**config.mk**
```make
export PLATFORM = sky130hd
export DESIGN_NAME = phase_dev_meter
export DESIGN_NICKNAME = d
export VERILOG_FILES = /design/src/rtl/phase_dev_meter.sv
export SDC_FILE = /design/constraint.sdc
export NUM_CORES = 1
export LEC_CHECK = 0
export CAP_MARGIN = 25
export CELL_PAD_IN_SITES_DETAIL_PLACEMENT = 1
export CELL_PAD_IN_SITES_GLOBAL_PLACEMENT = 1
export CORE_UTILIZATION = 41
export CTS_CLUSTER_SIZE = 24
export DETAILED_ROUTE_END_ITERATION = 10
export PLACE_DENSITY = 0.8
export SLEW_MARGIN = 20
export SYNTH_ARGS = -nofsm -noshare
export SYNTH_HDL_FRONTEND = slang
export SYNTH_SLANG_ARGS = --single-unit
```
**constraint.sdc**
```tcl
create_clock -name clk -period 5.8 [get_ports clk]
set_input_delay 0.58 -clock clk [delete_from_list [all_inputs] [get_ports clk]]
set_output_delay 0.58 -clock clk [all_outputs]
set_load 0.02 [all_outputs]
```
**src/rtl/phase_dev_meter.sv**
```systemverilog
// phase_dev_meter: unwraps wrapped PM phase, tracks per-window max/min, averages over 2^AVG_LOG2 windows.
// Latency: results and dev_valid appear 4 cycles after the in_valid cycle of the final sample.
// Backpressure: none; every in_valid sample taken in PRIME/RUN/DONE is processed, there is no ready.
//
// Ports:
//   clk, rst            sole clock, synchronous active-high reset
//   trigger             one-cycle pulse, clears measurement state and (re)starts in PRIME
//   continuous          1 = restart automatically after each result (sampled in DONE)
//   in_valid, phase_in  wrapped signed phase sample and its qualifier
//   phase_max/min/dev   averaged window max, min and their difference (held until next result)
//   dev_valid           one-cycle pulse when the three results update
//   busy                high while a measurement is in progress (PRIME/RUN/DONE)
//   offset_ovf          sticky: the unwrap offset hit the DEV_W range limit
module phase_dev_meter #(
  parameter int PHASE_W  = 32,
  parameter int DEV_W    = 42,
  parameter int CNT_W    = 32,
  parameter int WIN_LEN  = 3600,
  parameter int AVG_LOG2 = 5
) (
  input  logic                      clk,
  input  logic                      rst,
  input  logic                      trigger,
  input  logic                      continuous,
  input  logic                      in_valid,
  input  logic signed [PHASE_W-1:0] phase_in,
  output logic signed [DEV_W-1:0]   phase_max,
  output logic signed [DEV_W-1:0]   phase_min,
  output logic signed [DEV_W-1:0]   phase_dev,
  output logic                      dev_valid,
  output logic                      busy,
  output logic                      offset_ovf
);

  typedef enum logic [1:0] {IDLE, PRIME, RUN, DONE} state_t;

  localparam int ACC_W = DEV_W + AVG_LOG2;
  localparam logic [8:0]       LAST_WIN = 9'((1 << AVG_LOG2) - 1);
  localparam logic [CNT_W-1:0] LAST_SMP = CNT_W'(WIN_LEN - 1);

  // Unwrap arithmetic runs one bit wider than DEV_W so the saturation test can see the overflow.
  localparam logic signed [DEV_W:0] STEP  = {{(DEV_W-PHASE_W){1'b0}}, 1'b1, {PHASE_W{1'b0}}};
  localparam logic signed [DEV_W:0] HALF  = {{(DEV_W-PHASE_W+1){1'b0}}, 1'b1, {(PHASE_W-1){1'b0}}};
  localparam logic signed [DEV_W:0] NHALF = -HALF;
  localparam logic signed [DEV_W:0] DMAX  = {2'b00, {(DEV_W-1){1'b1}}};
  localparam logic signed [DEV_W:0] DMIN  = {2'b11, {(DEV_W-1){1'b0}}};

  state_t state_q, state_d;

  // front end: unwrap
  logic signed [DEV_W-1:0] prev_q, offset_q, offset_d, s1_x_q, u_q, x_dw;
  logic signed [DEV_W:0]   x_e, prev_e, off_e, diff, off_try;
  logic                    s1_vld_q, u_vld_q, off_sat, accept;

  // window / accumulation
  logic signed [DEV_W-1:0] wmax_q, wmax_d, wmin_q, wmin_d;
  logic signed [ACC_W-1:0] acc_max_q, acc_max_d, acc_min_q, acc_min_d;
  logic [CNT_W-1:0]        wcnt_q, wcnt_d;
  logic [8:0]              nwin_q, nwin_d;
  logic                    win_en, last_win;
  logic signed [DEV_W-1:0] avg_max, avg_min;

  // ---------------- FSM ----------------
  always_ff @(posedge clk) begin
    if (rst) state_q <= IDLE;
    else     state_q <= state_d;
  end

  always_comb begin
    state_d = state_q;
    if (trigger) begin
      state_d = PRIME;
    end else begin
      case (state_q)
        IDLE:    state_d = IDLE;
        PRIME:   if (in_valid) state_d = RUN;
        RUN:     if (last_win) state_d = DONE;
        DONE:    state_d = continuous ? RUN : IDLE;
        default: state_d = IDLE;
      endcase
    end
  end

  always_comb begin
    busy = (state_q != IDLE);
  end

  // ---------------- unwrap ----------------
  assign accept = in_valid && !trigger && (state_q != IDLE);
  assign x_dw   = DEV_W'(phase_in);
  assign x_e    = (DEV_W+1)'(phase_in);
  assign prev_e = {prev_q[DEV_W-1], prev_q};
  assign off_e  = {offset_q[DEV_W-1], offset_q};
  assign diff   = x_e - prev_e;

  always_comb begin
    off_try = off_e;
    if (diff >= HALF)       off_try = off_e - STEP;
    else if (diff < NHALF)  off_try = off_e + STEP;
    off_sat  = (off_try > DMAX) || (off_try < DMIN);
    offset_d = off_sat ? offset_q : off_try[DEV_W-1:0];
  end

  // Stage 1 registers the sample with its updated offset; stage 2 forms u.
  // offset_q seen at stage 2 is exactly the offset produced by that sample,
  // because a following sample only changes it on the same edge u is captured.
  always_ff @(posedge clk) begin
    if (rst || trigger) begin
      prev_q     <= '0;
      offset_q   <= '0;
      s1_x_q     <= '0;
      s1_vld_q   <= 1'b0;
      u_q        <= '0;
      u_vld_q    <= 1'b0;
      offset_ovf <= 1'b0;
    end else begin
      s1_vld_q <= accept;
      u_vld_q  <= s1_vld_q;
      u_q      <= s1_x_q + offset_q;
      if (accept) begin
        prev_q <= x_dw;
        s1_x_q <= x_dw;
        if (state_q == PRIME) begin
          offset_q <= '0;
        end else begin
          offset_q <= offset_d;
          if (off_sat) offset_ovf <= 1'b1;
        end
      end
    end
  end

  // ---------------- windows ----------------
  // A u landing in DONE belongs to the next measurement, so only keep it when restarting.
  assign win_en = u_vld_q && ((state_q == RUN) || (state_q == DONE && continuous));

  always_comb begin
    wmax_d    = wmax_q;
    wmin_d    = wmin_q;
    wcnt_d    = wcnt_q;
    nwin_d    = nwin_q;
    acc_max_d = acc_max_q;
    acc_min_d = acc_min_q;
    last_win  = 1'b0;
    if (state_q == DONE) begin
      acc_max_d = '0;
      acc_min_d = '0;
      wcnt_d    = '0;
      nwin_d    = '0;
    end
    if (win_en) begin
      if (wcnt_d == '0) begin
        wmax_d = u_q;
        wmin_d = u_q;
      end else begin
        if (u_q > wmax_d) wmax_d = u_q;
        if (u_q < wmin_d) wmin_d = u_q;
      end
      if (wcnt_d == LAST_SMP) begin
        acc_max_d = acc_max_d + ACC_W'(wmax_d);
        acc_min_d = acc_min_d + ACC_W'(wmin_d);
        wcnt_d    = '0;
        if (nwin_d == LAST_WIN) begin
          last_win = 1'b1;
          nwin_d   = '0;
        end else begin
          nwin_d = nwin_d + 9'd1;
        end
      end else begin
        wcnt_d = wcnt_d + CNT_W'(1);
      end
    end
  end

  always_ff @(posedge clk) begin
    if (rst || trigger) begin
      wmax_q    <= '0;
      wmin_q    <= '0;
      wcnt_q    <= '0;
      nwin_q    <= '0;
      acc_max_q <= '0;
      acc_min_q <= '0;
    end else begin
      wmax_q    <= wmax_d;
      wmin_q    <= wmin_d;
      wcnt_q    <= wcnt_d;
      nwin_q    <= nwin_d;
      acc_max_q <= acc_max_d;
      acc_min_q <= acc_min_d;
    end
  end

  // ---------------- results ----------------
  // Arithmetic shift floors toward -inf.
  assign avg_max = DEV_W'(acc_max_q >>> AVG_LOG2);
  assign avg_min = DEV_W'(acc_min_q >>> AVG_LOG2);

  // Results hold across trigger; only rst clears them.
  always_ff @(posedge clk) begin
    if (rst) begin
      phase_max <= '0;
      phase_min <= '0;
      phase_dev <= '0;
      dev_valid <= 1'b0;
    end else begin
      dev_valid <= 1'b0;
      if (state_q == DONE && !trigger) begin
        phase_max <= avg_max;
        phase_min <= avg_min;
        phase_dev <= avg_max - avg_min;
        dev_valid <= 1'b1;
      end
    end
  end

endmodule
```
# [Yosys cells after proc, flatten, opt, wreduce, memory -nomap -nowiden]
# Index checks and enable logic that the tools add are counted.
[totals] register_bits=467
[op_classes] n_addsub=9 order_cmp=6 n_eq_ne=10 n_mux=32 bitwise_logic=1 reduce_logical=17
[ops] op="$mux 42" count=8
[ops] op="$mux 47" count=6
[ops] op="$mux 32" count=3
[ops] op="$add 47x42->47" count=2
[ops] op="$mux 43" count=2
[ops] op="$add 42x34->43 const B" count=1
[ops] op="$gt 43x42->1 const B" count=1
[ops] op="$lt 43x42->1 const B" count=1
[ops] op="$sub 42x34->43 const B" count=1
[ops] op="$add 32x42->42" count=1
[ops] op="$gt 42x42->1" count=1
[ops] op="$lt 42x42->1" count=1
[ops] op="$sub 42x42->42" count=1
[ops] op="$mux 9" count=4
[ops] op="$ge 33x33->1 const B" count=1
[ops] op="$lt 33x32->1 const B" count=1
[ops] op="$sub 32x32->33" count=1
[ops] op="$add 32x1->32 const B" count=1
[ops] op="$eq 32x12->1 const B" count=1
[ops] op="$logic_not 32->1" count=1
[ops] op="$add 9x1->9 const B" count=1
[ops] op="$eq 9x5->1 const B" count=1
[ops] op="$pmux 2 s4" count=1
[ops] op="$mux 2" count=3
[ops] op="15 further kinds" count=30

# [Logic depth before layout (Yosys ltp)]
# Gate-level depths: netlist of the first run.
[depth] depth_word=9 depth_mapped=28 depth_no_buf=26

# [Worst setup path after synthesis of the first run]
# No wires, ideal clock.
[synth_timing] path_type="flip-flop to flip-flop" startpoint="register u_q[9]" endpoint="register acc_min_q[37]" arrival_ns=5.500 slack_ns=0.164 stages_incl_launch_ff=27 n_path_buf=2 path_cell_list="dfxtp_1 ha_1 or4_1 a21oi_1 o21ai_0 o21ai_1 a21oi_1 o311ai_1 a21boi_0 o41ai_1 buf_2 buf_1 o21a_1 inv_1 ha_1 a21o_1 a21oi_1 o21bai_1 a2111oi_2 o221a_2 a31oi_1 a31o_2 nor3b_1 or3_1 a21oi_1 xnor2_1 o22ai_1"
[synth_via] elab_chain_len=7
[synth_lines] element="from (decl)" line_no="51" rtl="logic signed [DEV_W-1:0] prev_q, offset_q, offset_d, s1_x_q, u_q, x_dw;"
[synth_lines] element="from (signal assigned)" line_no="119" rtl="u_q <= s1_x_q + offset_q;"
[synth_lines] element="$lt 42x42->1" line_no="157" rtl="if (u_q < wmin_d) wmin_d = u_q;"
[synth_lines] element="$mux 42" line_no="157"
[synth_lines] element="$mux 42 *" line_no="152" rtl="if (wcnt_d == '0) begin"
[synth_lines] element="$mux 42 *" line_no="151" rtl="if (win_en) begin"
[synth_lines] element="$add 47x42->47 *" line_no="161" rtl="acc_min_d = acc_min_d + ACC_W'(wmin_d);"
[synth_lines] element="$mux 47 *" line_no="159" rtl="if (wcnt_d == LAST_SMP) begin"
[synth_lines] element="$mux 47 *" line_no="151"
[synth_lines] element="to (signal assigned)" line_no="189" rtl="acc_min_q <= acc_min_d;"
[synth_lines] element="to (decl)" line_no="57" rtl="logic signed [ACC_W-1:0] acc_max_q, acc_max_d, acc_min_q, acc_min_d;"
# Mark *: on every way between the ends. The rest lies on a longest branch, timed or not. The select of a mux whose other input is x is not followed.
# A chain may end at the register's enable or synchronous reset.

# [Worst setup path after layout of the first run]
[layout_timing] startpoint="register u_q[8]" endpoint="register acc_min_q[41]"
# The elaborated chain is that of the path after synthesis.

==> tab_implementation.tex, run 1 <==
\begin{tabular}{lr}
\hline
Metric & Value \\
\hline
\multicolumn{2}{l}{\textbf{Status}} \\
Run status & finished with violations \\
Violations in the final reports & negative setup slack \\
\multicolumn{2}{l}{\textbf{Drt}} \\
Number of routed nets with antenna violations & 0 \\
Avg Vias per Cell & 5.64 \\
Avg WL per Cell & 20.4 um \\
Number of design rule violations left after detail routing & 0 \\
Violation count after the first detailed-routing iteration & 1515 \\
Number of vias in the routed layout & 27000 \\
Total routed wirelength & 97.8 mm \\
Drt first pass iters & 5 \\
\multicolumn{2}{l}{\textbf{Power and ir drop}} \\
Total power of the final layout & 6.82 mW \\
Leakage & 14.6 nW \\
PD cells & 199 nW/um\^{}2 \\
IR Drop Worst-Case VDD & 0.298 mV \\
\multicolumn{2}{l}{\textbf{Logic synthesis}} \\
Total number of yosys warnings & 0 \\
Seq/Total Area, Yosys & 32.6\% \\
Proportion of synthesized flip-flops having asynchronous set or reset & 0\% \\
Count of mapped cells out of synthesis & 3482 \\
Post-synth design cell area & 26700 um\^{}2 \\
Synthesized area divided by synthesized cell count & 7.67 um\^{}2 \\
Number of enable-type register cells in the synthesized netlist & 0 \\
Syn\_nets & 3786 \\
Distinct cell type count of the synthesized netlist & 77 \\
Number of synthesized register bits & 435 \\
Top flip-flop cell by instance count after synthesis & dfxtp\_1 \\
\multicolumn{2}{l}{\textbf{Global routing}} \\
Via count of the first global-routing pass & 27400 \\
Wire length of the first global-routing pass & 150 mm \\
Initial antenna violation count & 3 \\
GR Overflow Total & 0 \\
Gr usage total & 28.0\% \\
Largest net degree at the start of global routing & 107 \\
\multicolumn{2}{l}{\textbf{Finish}} \\
Post-layout net count & 4200 \\
Final design area excluding fillers & 34300 um\^{}2 \\
Count of inserted antenna diode cells & 0 \\
Post-synthesis to final-layout area growth & 28.2\% \\
Area taken by multi-input logic gates & 17400 um\^{}2 \\
Area of all sequential standard cells & 8720 um\^{}2 \\
Cell Count, Final, Fillers Out & 4786 \\
Share of final-layout standard cells stronger than drive strength 1 & 15.5\% \\
Final-layout fill cell count & 7842 \\
\multicolumn{2}{l}{\textbf{STA}} \\
Final total negative setup slack & -0.365 ns \\
Final Hold Fails & 0 \\
Worst clock skew & 0.0200 ns \\
Number of setup violations in the final report & 6 \\
Transition time of the tightest slew-check pin & 1.05 ns \\
Final critical path time including I/O delays and setup & 5.93 ns \\
Normalized max-slew margin & 30.2\% \\
Final slew viol count & 0 \\
Highest clock frequency the design can meet & 169 MHz \\
Crit share post-route & 102\% \\
Final worst-path setup slack & -0.132 ns \\
Setup repair after global routing missed its margin & yes \\
\multicolumn{2}{l}{\textbf{CTS}} \\
Number of levels the H-tree was split into & 2 \\
Deepest clock path buffer count & 3 \\
Clock edge transition at the registers on the reported setup and hold paths & 0.06 ns \\
Number of buffers inserted during clock tree synthesis & 51 \\
TritonCTS clock tree & built \\
Clock sink count & 435 \\
Insertion delay to the later sink of the worst-skew pair & 0.61 ns \\
Hold buffer count at cts & 0 \\
Clock Root Buffer & clkbuf\_16 \\
\multicolumn{2}{l}{\textbf{Flow run}} \\
Max-cap check violation count & 0 \\
\multicolumn{2}{l}{\textbf{Die}} \\
Row Count & 93 \\
Die width & 257 um \\
Floorplan die area & 66200 um\^{}2 \\
Effective utilization at floorplan & 41.4\% \\
Vertical extent of the die & 257 um \\
Core box area & 64500 um\^{}2 \\
Ports & 166 \\
\multicolumn{2}{l}{\textbf{Placed design}} \\
Detailed placement HPWL & 67.6 mm \\
Count of input and output buffers & 165 \\
Placed Area & 31400 um\^{}2 \\
Total instance count after detailed placement & 4657 \\
Gpl congestion & 0.906 \\
\multicolumn{2}{l}{\textbf{Critical path}} \\
Required time of the critical path & 6.24 ns \\
Cell family with most CP delay & compound AO/OA/AOI/OAI gates \\
Maximum net fanout on the critical path & 5 \\
Critical path's slowest cell & or4\_4 \\
Startpoint type of the worst setup path & register \\
Worst path buffer plus inverter count & 5 \\
Critical setup path kind & register to register \\
Peak per-stage delay on the critical path & 0.51 ns \\
Crit path arrival time & 6.37 ns \\
Element type at the critical path end & register \\
\multicolumn{2}{l}{\textbf{Hold path}} \\
Worst Hold Class & register to register \\
\hline
\end{tabular}
layer usage:
metal / vias to the layer above / GRT usage [%] / share of wire, %
met2: 694 / 46.3 / 47
met3: 159 / 3.18 / 4.8
met1: 13300 / 38.4 / 46
li1: 12900 / - / -
met4: 0 / 7.19 / 2.5
met5: - / 0 / 0
cells by family (layout without fill, tap and decap cells):
kind of cell,after synthesis,in the layout,synth area share [%]
AOI/OAI and AO/OA,947,947,21.7
xor gates and xnor gates,163,163,5.42
adders and majority gates,267,267,12.6
buffers and inverters,375,824,5.27
DFF,435,435,32.6
muxes,47,47,1.77
and+or+nand+nor,1248,1248,20.6
cells in the final DEF (no fill, tap or decap), drive strengths merged, types with 18 or more instances in the layout:
cell type,synthesis,routed
a211oi,23,23
a21o,112,112
a21oi,373,373
a31oi,19,19
and2,60,60
buf,17,364
clkbuf,152,77
clkdlybuf4s50,0,164
dfxtp,435,435
ha,263,263
inv,206,206
mux2i,45,45
nand2,587,587
nand2b,23,23
nand3,68,68
nand4,48,48
nor2,306,306
nor2b,24,24
nor3,43,43
o21a,24,24
o21ai,220,220
o21bai,18,18
o22a,33,33
o22ai,34,34
xnor2,89,89
xor2,74,74
synthesized netlist by cell type (all sizes together) (33+ instances only):
master,n,share of area [%]
nand2,587,8.2
dfxtp,435,33
a21oi,373,7.0
nor2,306,4.3
ha,263,12
o21ai,220,4.1
inv,206,2.9
clkbuf,152,2.1
a21o,112,3.2
xnor2,89,3.0
xor2,74,2.4
nand3,68,1.3
and2,60,1.4
nand4,48,1.2
mux2i,45,1.7
nor3,43,0.81
o22ai,34,0.80
o22a,33,1.1
power by group:
part	switching, mW	internal (mW)
sequential	0.00764	3.00
clock	1.35	2.08
combinational	0.237	0.151
total	1.59	5.23
final timing paths:
path,from,end,slack (ns),depth (start not counted)
max,u_q[8]$_SDFF_PP0_,acc_min_q[41]$_SDFF_PP0_,-0.13,29
min,s1_vld_q$_SDFF_PP0_,u_vld_q$_SDFF_PP0_,0.44,1
max reg2reg,u_q[8]$_SDFF_PP0_,acc_min_q[41]$_SDFF_PP0_,-0.13,29
min reg2reg,s1_vld_q$_SDFF_PP0_,u_vld_q$_SDFF_PP0_,0.44,1
metrics by stage:
stage	hold slack [ns]	utilization, %	setup WS (ns)
finish	0.439	53.1	-0.132
global route	0.457	53.1	-0.264
CTS	0.451	52.3	-0.120
detailed placement	0.438	48.6	-0.518
global placement	0.415	48.6	-0.348
floorplan	0.406	-	0.164
area by class of cell:
cell class                 instances  share of cell area, %
clock buffer                      76                   4.59
inverter                         206                   2.26
multi-input combinational       2672                   50.7
tap                              855                   3.12
sequential                       435                   25.5
timing repair buffer             530                   13.3
clock inverter                    12                  0.548
registers in the layout, indices dropped and copies added, names as in the netlist, 9 cells and up:
register,flops
acc_max_q,47
acc_min_q,47
phase_dev,42
phase_max,42
phase_min,42
u_q,42
wmax_q,42
wmin_q,42
s1_x_q,32
wcnt_q,32
offset_q,10
nwin_q,9
what timing repair did:
| action | CTS | global route |
|---|---|---|
| endpoints found under the hold margin | 0 | 0 |
| buffers inserted | 25 | 15 |
| pin swaps | 46 | 79 |
| gates cloned | 2 | 1 |
| endpoints found under the setup margin | 35 | 42 |
| resized for setup | 92 | 101 |
No activity file was read; power rests on OpenSTA's default activity.
==> inputs of run 2 (changes only) <==
--- a/config.mk
+++ b/config.mk
@@ -8,10 +8,12 @@
 export CAP_MARGIN = 25
 export CELL_PAD_IN_SITES_DETAIL_PLACEMENT = 1
 export CELL_PAD_IN_SITES_GLOBAL_PLACEMENT = 1
-export CORE_UTILIZATION = 41
+export CORE_UTILIZATION = 42
+export CTS_BUF_LIST = sky130_fd_sc_hd__clkbuf_8
+export CTS_CLUSTER_DIAMETER = 100
 export CTS_CLUSTER_SIZE = 24
 export DETAILED_ROUTE_END_ITERATION = 10
-export PLACE_DENSITY = 0.8
+export PLACE_DENSITY = 0.81
 export SLEW_MARGIN = 20
 export SYNTH_ARGS = -nofsm -noshare
 export SYNTH_HDL_FRONTEND = slang
==> tab_implementation.tex, run 2 (synthesized netlist as in run 1, its figures left out) <==
\begin{tabular}{lr}
\hline
Metric & Value \\
\hline
\multicolumn{2}{l}{\textbf{Status}} \\
Run status & finished clean \\
\multicolumn{2}{l}{\textbf{Global routing}} \\
Met3 GRT Util & 2.26\% \\
Met1 Usage GRT & 39.8\% \\
Via count of the first global-routing pass & 26200 \\
GR Overflow Total & 0 \\
Met2 routing resource usage after global routing & 45.3\% \\
Gr usage total & 27.7\% \\
Largest net degree at the start of global routing & 82 \\
Initial antenna violation count & 3 \\
Wire length of the first global-routing pass & 144 mm \\
Most heavily used metal layer in global routing & met2 \\
\multicolumn{2}{l}{\textbf{Drt}} \\
Number of design rule violations left after detail routing & 0 \\
Number of routed nets with antenna violations & 0 \\
Violation count after the first detailed-routing iteration & 1514 \\
Avg Vias per Cell & 5.57 \\
Total routed wirelength & 92.6 mm \\
Drt first pass iters & 5 \\
Avg WL per Cell & 19.7 um \\
Number of vias in the routed layout & 26200 \\
\multicolumn{2}{l}{\textbf{STA}} \\
Normalized max-slew margin & 31.0\% \\
Number of setup violations in the final report & 0 \\
Setup repair after global routing missed its margin & yes \\
Crit share post-route & 98.2\% \\
Final total negative setup slack & 0 ns \\
Worst clock skew & 0.0422 ns \\
Final critical path time including I/O delays and setup & 5.69 ns \\
Final slew viol count & 0 \\
Transition time of the tightest slew-check pin & 1.03 ns \\
Final Hold Fails & 0 \\
Highest clock frequency the design can meet & 176 MHz \\
\multicolumn{2}{l}{\textbf{Placed design}} \\
Detailed placement HPWL & 69.3 mm \\
Gpl congestion & 0.923 \\
Count of input and output buffers & 165 \\
\multicolumn{2}{l}{\textbf{Die}} \\
Ports & 166 \\
Core box area & 63000 um\^{}2 \\
Floorplan die area & 64600 um\^{}2 \\
Vertical extent of the die & 254 um \\
Effective utilization at floorplan & 42.4\% \\
Row Count & 92 \\
Die width & 254 um \\
\multicolumn{2}{l}{\textbf{Power and ir drop}} \\
Part of the power in the clock network & 31.4\% \\
PD cells & 152 nW/um\^{}2 \\
Total power of the final layout & 4.94 mW \\
Leakage & 13.8 nW \\
NetSw & 1.30 mW \\
IR Drop Worst-Case VDD & 0.122 mV \\
Cell internal power dissipation & 3.64 mW \\
Share of total power in sequential cells & 60.9\% \\
Switching part of the total power & 26.3\% \\
Power share of the combinational group & 7.6\% \\
\multicolumn{2}{l}{\textbf{Critical path}} \\
Startpoint type of the worst setup path & register \\
Maximum net fanout on the critical path & 6 \\
Element type at the critical path end & register \\
Critical setup path kind & register to register \\
Crit path arrival time & 6.21 ns \\
Required time of the critical path & 6.31 ns \\
\multicolumn{2}{l}{\textbf{Finish}} \\
Most frequent cells in the layout & nand2\_1 (581), dfxtp\_1 (426), a21oi\_1 (355) \\
Share of final-layout standard cells stronger than drive strength 1 & 13.5\% \\
Post-layout net count & 4151 \\
Post-synthesis to final-layout area growth & 22.0\% \\
Most common library cell in the layout ignoring fill and taps & nand2\_1 \\
Final-layout fill cell count & 7834 \\
Regs by FF count & acc\_max\_q: 47 flops, acc\_min\_q: 47 flops \\
\multicolumn{2}{l}{\textbf{CTS}} \\
Clock sink count & 435 \\
Number of levels the H-tree was split into & 1 \\
Insertion delay to the later sink of the worst-skew pair & 0.68 ns \\
Number of buffers inserted during clock tree synthesis & 24 \\
Deepest clock path buffer count & 3 \\
TritonCTS clock tree & built \\
Clock edge transition at the registers on the reported setup and hold paths & 0.16 ns \\
Clock Root Buffer & clkbuf\_8 \\
\multicolumn{2}{l}{\textbf{Flow run}} \\
Max-cap check violation count & 0 \\
\multicolumn{2}{l}{\textbf{Hold path}} \\
Worst Hold Class & register to register \\
\hline
\end{tabular}
[run 2: worst paths after layout]
kind                                 start  depth (start not counted)  slack [ns]                    endpoint
setup reg to reg        u_q[16]$_SDFF_PP0_                         25        0.11    acc_min_q[42]$_SDFF_PP0_
hold / removal    acc_min_q[29]$_SDFF_PP0_                          2        0.44  phase_min[24]$_SDFFE_PP0P_
setup / recovery        u_q[16]$_SDFF_PP0_                         25        0.11    acc_min_q[42]$_SDFF_PP0_
hold reg to reg   acc_min_q[29]$_SDFF_PP0_                          2        0.44  phase_min[24]$_SDFFE_PP0P_
[run 2: layout make-up]
type / instances / area (um^2) / share of cell area, %
Antenna cell: 2 / 5.00 / 0.0154
Clock buffer: 27 / 372 / 1.14
Clock inverter: 11 / 111 / 0.342
Inverter: 206 / 773 / 2.37
Multi-Input combinational cell: 2672 / 17200 / 52.8
Sequential cell: 435 / 8720 / 26.8
Tap cell: 846 / 1060 / 3.25
Timing Repair Buffer: 508 / 4350 / 13.4
[run 2: through the flow]
stage | area [um^2] | std cells | setup slack [ns] | hold slack (ns) | util [%]
final | 32600 | 4707 | 0.105 | 0.438 | 51.7
after global routing | 32600 | 4707 | -0.146 | 0.441 | 51.7
after CTS | 32100 | 4687 | -0.0264 | 0.437 | 50.9
after detailed placement | 31200 | 4638 | -0.423 | 0.417 | 49.6
after global placement | 31200 | 4638 | -0.420 | 0.408 | 49.6
after floorplan | 26700 | 3482 | 0.164 | 0.406 | -
[run 2: layer usage]
metal | vias up | routed length, um
li1 | 12700 | -
met1 | 12800 | 44300
met2 | 588 | 42400
met3 | 111 | 4160
met4 | 0 | 1800
met5 | - | 0
[run 2: critical path, cell delays in order, from the launching register on]
cell and delay [ns]:
dfxtp_1 0.36, buf_4 0.16, ha_1 0.34, and4_4 0.22
a221oi_2 0.33, a21oi_2 0.13, o311ai_1 0.29, a21boi_1 0.12
o41ai_2 0.21, buf_4 0.24, buf_4 0.14, clkbuf_16 0.14
o21ai_2 0.08, ha_1 0.33, buf_4 0.16, a211o_1 0.29
o22a_1 0.23, o2111ai_2 0.12, nand2_2 0.11, a21oi_4 0.17
nor3_4 0.08, a221o_1 0.39, o41a_1 0.38, a31oi_1 0.25
xor2_1 0.17, o22ai_1 0.08
[run 2: power by group through the flow]
stage          clock, mW  sequential [mW]  combinational (mW)
3_3_place_gp           0             3.07               0.352
6_report            1.55             3.01               0.377
2_1_floorplan          0             3.07               0.213
4_1_cts             1.59             3.01               0.367
3_5_place_dp           0             3.07               0.361
5_1_grt             1.70             3.01               0.411
[run 2: repair_timing]
item / in CTS / in global routing
resized for setup: 78 / 89
cloned: 0 / 2
setup buffers: 13 / 16
hold buffers: 0 / 0
setup endpoints to repair: 28 / 35
pin swaps: 32 / 50
